==> src/rtl/mem_access_unit.sv <==
// Load/store initiator between the execute stage and a word-addressed data memory.
// Sub-word stores are read-modify-write; every memory-side output is driven from a flop.
module mem_access_unit #(
  parameter int Width = 32
) (
  input  logic             clk,
  input  logic             rst_n,
  input  logic             req,
  input  logic             we,
  input  logic [1:0]       size,
  input  logic             unsigned_ld,
  input  logic [Width-1:0] addr,
  input  logic [Width-1:0] wdata,
  output logic             busy,
  output logic             done,
  output logic             err,
  output logic [Width-1:0] rdata,
  output logic             MemRead,
  output logic             MemWrite,
  output logic [Width-1:0] mem_addr,
  output logic [Width-1:0] mem_wdata,
  input  logic [Width-1:0] mem_rdata
);

  localparam logic [1:0] SZ_BYTE = 2'b00;
  localparam logic [1:0] SZ_HALF = 2'b01;
  localparam logic [1:0] SZ_WORD = 2'b10;

  typedef enum logic [1:0] {
    S_IDLE  = 2'b00,
    S_READ  = 2'b01,
    S_WRITE = 2'b10,
    S_DONE  = 2'b11
  } state_t;

  state_t           r_state;
  state_t           w_next;

  logic             r_busy;
  logic             r_done;
  logic             r_err;
  logic             r_mem_read;
  logic             r_mem_write;
  logic [Width-1:0] r_rdata;
  logic [Width-1:0] r_mem_addr;
  logic [Width-1:0] r_mem_wdata;

  logic             r_we;
  logic [1:0]       r_size;
  logic             r_uns;
  logic [1:0]       r_lane;
  logic [15:0]      r_wdata;

  logic             w_accept;
  logic             w_illegal;
  logic             w_word_store;

  function automatic logic is_illegal(input logic [1:0] sz, input logic [1:0] lo);
    logic bad;
    bad = 1'b0;
    case (sz)
      SZ_BYTE: bad = 1'b0;
      SZ_HALF: bad = lo[0];
      SZ_WORD: bad = (lo != 2'b00);
      default: bad = 1'b1;
    endcase
    return bad;
  endfunction

  function automatic logic [Width-1:0] load_ext(input logic [Width-1:0] word,
                                                input logic [1:0]       sz,
                                                input logic [1:0]       lane,
                                                input logic             uns);
    logic [7:0]       b;
    logic [15:0]      h;
    logic [Width-1:0] res;
    b   = word[{lane, 3'b000} +: 8];
    h   = word[{lane[1], 4'b0000} +: 16];
    res = word;
    case (sz)
      SZ_BYTE: res = {{(Width-8){~uns & b[7]}}, b};
      SZ_HALF: res = {{(Width-16){~uns & h[15]}}, h};
      default: res = word;
    endcase
    return res;
  endfunction

  function automatic logic [Width-1:0] merge_store(input logic [Width-1:0] word,
                                                   input logic [15:0]      wd,
                                                   input logic [1:0]       sz,
                                                   input logic [1:0]       lane);
    logic [Width-1:0] res;
    res = word;
    case (sz)
      SZ_BYTE: res[{lane, 3'b000} +: 8]     = wd[7:0];
      SZ_HALF: res[{lane[1], 4'b0000} +: 16] = wd;
      default: res = word;
    endcase
    return res;
  endfunction

  assign w_illegal    = is_illegal(size, addr[1:0]);
  assign w_accept     = (r_state == S_IDLE) && req;
  assign w_word_store = we && (size == SZ_WORD);

  always_comb begin
    w_next = r_state;
    case (r_state)
      S_IDLE: begin
        if (req) begin
          if (w_illegal)         w_next = S_DONE;
          else if (w_word_store) w_next = S_WRITE;
          else                   w_next = S_READ;
        end
      end
      S_READ:  w_next = r_we ? S_WRITE : S_DONE;
      S_WRITE: w_next = S_DONE;
      S_DONE:  w_next = S_IDLE;
      default: w_next = S_IDLE;
    endcase
  end

  // Request fields are only consumed after acceptance, so they need no reset.
  always_ff @(posedge clk) begin
    if (w_accept) begin
      r_we    <= we;
      r_size  <= size;
      r_uns   <= unsigned_ld;
      r_lane  <= addr[1:0];
      r_wdata <= wdata[15:0];
    end
  end

  always_ff @(posedge clk or negedge rst_n) begin
    if (!rst_n) begin
      r_state     <= S_IDLE;
      r_busy      <= 1'b0;
      r_done      <= 1'b0;
      r_err       <= 1'b0;
      r_mem_read  <= 1'b0;
      r_mem_write <= 1'b0;
      r_rdata     <= '0;
      r_mem_addr  <= '0;
      r_mem_wdata <= '0;
    end else begin
      r_state     <= w_next;
      r_busy      <= (w_next != S_IDLE);
      r_done      <= (w_next == S_DONE);
      r_err       <= w_accept && w_illegal;
      r_mem_read  <= (w_next == S_READ);
      r_mem_write <= (w_next == S_WRITE);
      if (w_accept && !w_illegal) begin
        r_mem_addr <= {2'b00, addr[Width-1:2]};
        if (w_word_store) r_mem_wdata <= wdata;
      end
      // The word read here serves as the RMW buffer: it is merged straight into mem_wdata.
      if (r_state == S_READ) begin
        if (r_we) r_mem_wdata <= merge_store(mem_rdata, r_wdata, r_size, r_lane);
        else      r_rdata     <= load_ext(mem_rdata, r_size, r_lane, r_uns);
      end
    end
  end

  assign busy      = r_busy;
  assign done      = r_done;
  assign err       = r_err;
  assign rdata     = r_rdata;
  assign MemRead   = r_mem_read;
  assign MemWrite  = r_mem_write;
  assign mem_addr  = r_mem_addr;
  assign mem_wdata = r_mem_wdata;

endmodule

==> config.mk <==
export PLATFORM = sky130hd
export DESIGN_NAME = mem_access_unit
export DESIGN_NICKNAME = d
export VERILOG_FILES = /design/src/rtl/mem_access_unit.sv
export SDC_FILE = /design/constraint.sdc
export NUM_CORES = 1
export LEC_CHECK = 0
export CAP_MARGIN = 25
export CORE_ASPECT_RATIO = 1.25
export CORE_MARGIN = 4
export CORE_UTILIZATION = 49
export CTS_CLUSTER_SIZE = 25
export DETAILED_ROUTE_END_ITERATION = 7
export GPL_ROUTABILITY_DRIVEN = 0
export HOLD_SLACK_MARGIN = 0.08
export PLACE_DENSITY = 0.86
export SYNTH_ARGS = -nofsm -noshare
export SYNTH_HDL_FRONTEND = slang
export SYNTH_SLANG_ARGS = --single-unit
==> constraint.sdc <==
create_clock -name clk -period 6.1 [get_ports clk]
set_input_delay 1.525 -clock clk [delete_from_list [all_inputs] [get_ports clk]]
set_output_delay 1.525 -clock clk [all_outputs]
set_load 0.005 [all_outputs]
==> summary.md <==
| Metric | Value |
|---|---|
| Reg area | `about 3200 um^2` |
| CP required | `6.38 ns` |
| Synth area leader | `dfrtp_1` |
| Final net count | `810` |
| Post-Syn Instances | `507` |
| Failing checks | `DRC` |
| Max_slew headroom | `30.9%` |
| Die area | `13,600 um^2` |
| First-pass GRT wire length | `approximately 28,000 um` |
| Clock H-tree levels | `4` |
| Outcome | `complete, but fails checks` |
| Cell mode on critical path | `nand2_1` |
| Sequential area share after synthesis | `between 50% and 60%` |
| Synth top area share | `43.7%` |
| Synthesized cell area | `5780 um^2` |
| Primary FF master, synth | `dfrtp_1` |
| Initial antenna violation count | `0` |
| RSZ-0062 raised after global routing | `false` |
| Psw | `about 1.2 mW` |
| Final Skew | `roughly 0.0052 ns` |
| Max incr delay on CP | `about 0.72 ns` |
| Shortest period the worst path allows | `about 3.8 ns` |
| Total power | `between 3 and 4 mW` |
| Initial Util | `roughly half` |
| Logic pwr share | `38.3%` |
| Startpoint Class | `input pin` |
| Hold Path Cell Cnt | `2` |
| Crit path DAT | `around 4.1 ns` |
| Power density over cell area | `461 nW/um^2` |
| Clk_lat worst skew | `around 0.4 ns` |
| Cell Chain, Critical Path | `clkdlybuf4s50_1 -> nand2_1 -> inv_1 -> nand2_1 -> buf_16 -> mux2_2` |
| Grt total ovfl | `0` |
| Root Driver | `clkbuf_16` |
| I/O pins | `between 200 and 250` |
| Int Pwr | `2.73 mW` |
| Final antenna-violating net count | `0` |
| Worst Setup End Kind | `flip-flop` |
| 1st-iter DRT viols | `about 520` |
| Vias in the first global route | `about 5,300` |
| Setup Buffers After CTS | `0` |
| Leak pwr | `~3.6 nW` |
| Layout cell share with drive strength beyond 1 | `between 10% and 20%` |
| Number of diodes | `0` |
| Max clock buf depth | `2` |
| Final Hold Violating Endpoints | `0` |
| Final setup viols | `0` |
| Setup CP Type | `in2reg` |
| DRC viols | `1` |
| Count leader, synth | `dfrtp_1` |
| DP HPWL | `between 10,000 and 15,000 um` |
| Filler cells | `~770` |
| Critical path's slowest cell | `inv_1` |
| Register share of total power | `36.7%` |
| Core area | `about 12,000 um^2` |
| Tcrit/Tclk final | `62.3%` |
| Worst-path fanout max | `23` |
| Multi-input gate area | `roughly 2400 um^2` |
| CTS tree | `yes` |
| Worst reg2reg path depth | `7` |
| Max-cap check violation count | `0` |
| Vias per cell | `5.95` |
| Netlist cell types | `48` |
| Number of hold buffers added after CTS | `0` |
| Clock sinks | `123` |
| Clock buffer count from CTS | `17` |
| First drt pass iteration count | `8` |
| VDD IR-drop max | `around 0.28 mV` |
| Synth warn | `0` |
| Setup TNS | `0 ns` |
| Syn_area_per_cell | `roughly 11 um^2` |
| Slew Viols, Final | `0` |
| Wire length per cell | `around 21 um` |
| Yosys reg bits | `approximately 120` |
| Post-CTS resize count | `0` |
| FMAX | `~260 MHz` |
| Die H | `between 100 and 150 um` |
| Tightest Hold Check Type | `reg2reg` |
| Clock transition at path regs | `roughly 0.050 ns` |
| Asr flop ratio synth | `a little over 80%` |
| Post-synth EDFFs | `22` |
| Top cells by area, synth | `dfrtp_1 44%, edfxtp_1 11%, mux2_2 7.2%, nand2_1 4.9%, mux2i_1 4.7%` |
| Pin count of the biggest net entering global routing | `67` |
| Part of the power in the clock network | `between 20% and 30%` |
| Die X | `between 100 and 150 um` |
| Area Overhead vs Synth | `46.1%` |
| Std cell rows | `44` |
| Via count | `about 5,100` |
| Total routed wirelength | `roughly 18,000 um` |
| Ranking of synthesized cells by instance count | `101 x dfrtp_1, 75 x nand2_1, 37 x mux2_2, 28 x nand3_1` |
| IO Port Bufs | `roughly 200` |
| Switching Share | `29.9%` |
| Gr usage total | `between 20% and 30%` |
| Measured slew at the worst slew-check pin | `approximately 1.0 ns` |
layout make-up:
class / count / area share (%)
sequential: 123 / 37.8
multi-input combinational: 342 / 28.4
timing repair buffer: 207 / 24.7
clock buffer: 23 / 5.68
tap: 138 / 2.05
clock inverter: 9 / 1.10
inverter: 7 / 0.311
critical path, delay by kind of cell:
family	cells	cell delay, ns
buffers and inverters	3	1.58
and+or+nand+nor	2	0.66
muxes	1	0.30
routing by layer:
metal	vias to the layer above	wire length, um	global-route usage [%]
li1	2262	-	-
met1	2413	6490	30.6
met2	333	8940	46.2
met3	45	1810	9.92
met4	0	553	9.42
met5	-	0	0
cells in the final DEF (no fill, tap or decap), types with 2 or more instances in the layout:
cell type,netlist,final
a22oi_1,24,24
nor3_1,2,2
nor2b_1,2,2
a41o_1,2,2
and3b_1,2,2
nand4_1,2,2
conb_1,1,2
nand3_1,28,28
a32oi_1,23,23
buf_4,3,5
clkinv_1,0,2
a221oi_1,10,10
a222oi_1,7,7
clkinv_2,0,5
a21oi_1,11,11
and2b_1,2,2
edfxtp_1,22,22
nand2_1,75,74
mux2_2,37,37
o21ai_0,27,27
bufinv_16,0,2
clkbuf_16,0,18
clkbuf_1,19,4
and3_1,2,2
ha_1,9,9
dfrtp_1,101,101
inv_1,7,7
a21o_1,2,2
nor2_1,21,21
clkdlybuf4s50_1,0,200
nand2b_1,7,7
mux2i_1,27,27
per-stage QoR:
step	std cells	setup slack, ns	util (%)	hold WS, ns	instance area, um^2
6_report	849	2.30	73.0	0.490	8440
5_1_grt	849	2.11	73.0	0.530	8440
4_1_cts	848	2.31	72.8	0.495	8420
3_5_place_dp	816	1.88	67.9	0.483	7850
3_3_place_gp	815	1.67	67.7	0.475	7820
2_1_floorplan	508	3.25	-	0.487	5780
power by group through the flow:
| stage | Combinational, mW | Sequential [mW] | Clock, mW |
|---|---|---|---|
| final | 1.49 | 1.43 | 0.972 |
| after global routing | 1.62 | 1.47 | 1.02 |
| after CTS | 1.50 | 1.43 | 0.979 |
| after detailed placement | 1.48 | 1.44 | 0 |
| after global placement | 1.42 | 1.41 | 0 |
| after floorplan | 0.589 | 1.40 | 0 |
registers in the layout (all words and copies together) (netlist names):
register and cells:
MemRead 1, MemWrite 1, busy 1, done 1, err 1, mem_addr 30, mem_wdata 32, r_lane 2
r_size 2, r_state 2, r_uns 1, r_wdata 16, r_we 1, rdata 32
cell families after synthesis:
family                   after synthesis  share of synthesized area [%]
AO/OA/AOI/OAI                        113                           14.8
adder cells (fa/ha/maj)                9                           1.95
other                                  1                         0.0649
buffers and inverters                 43                           3.49
multiplexers                          64                           11.9
AND/OR/NAND/NOR                      154                           12.7
flip-flops                           123                           55.2
path summary, 6_finish.rpt:
check	from	end	slack, ns
max reg2reg	r_state[0]	mem_addr[9]	3.30
max in group asynchronous	rst_n	mem_addr[13]	3.81
max	req	mem_addr[9]	2.30
min in group asynchronous	rst_n	rdata[21]	1.06
min	rdata[19]	rdata[19]	0.49
min reg2reg	rdata[19]	rdata[19]	0.49
Power figures use the tool's default switching activity.
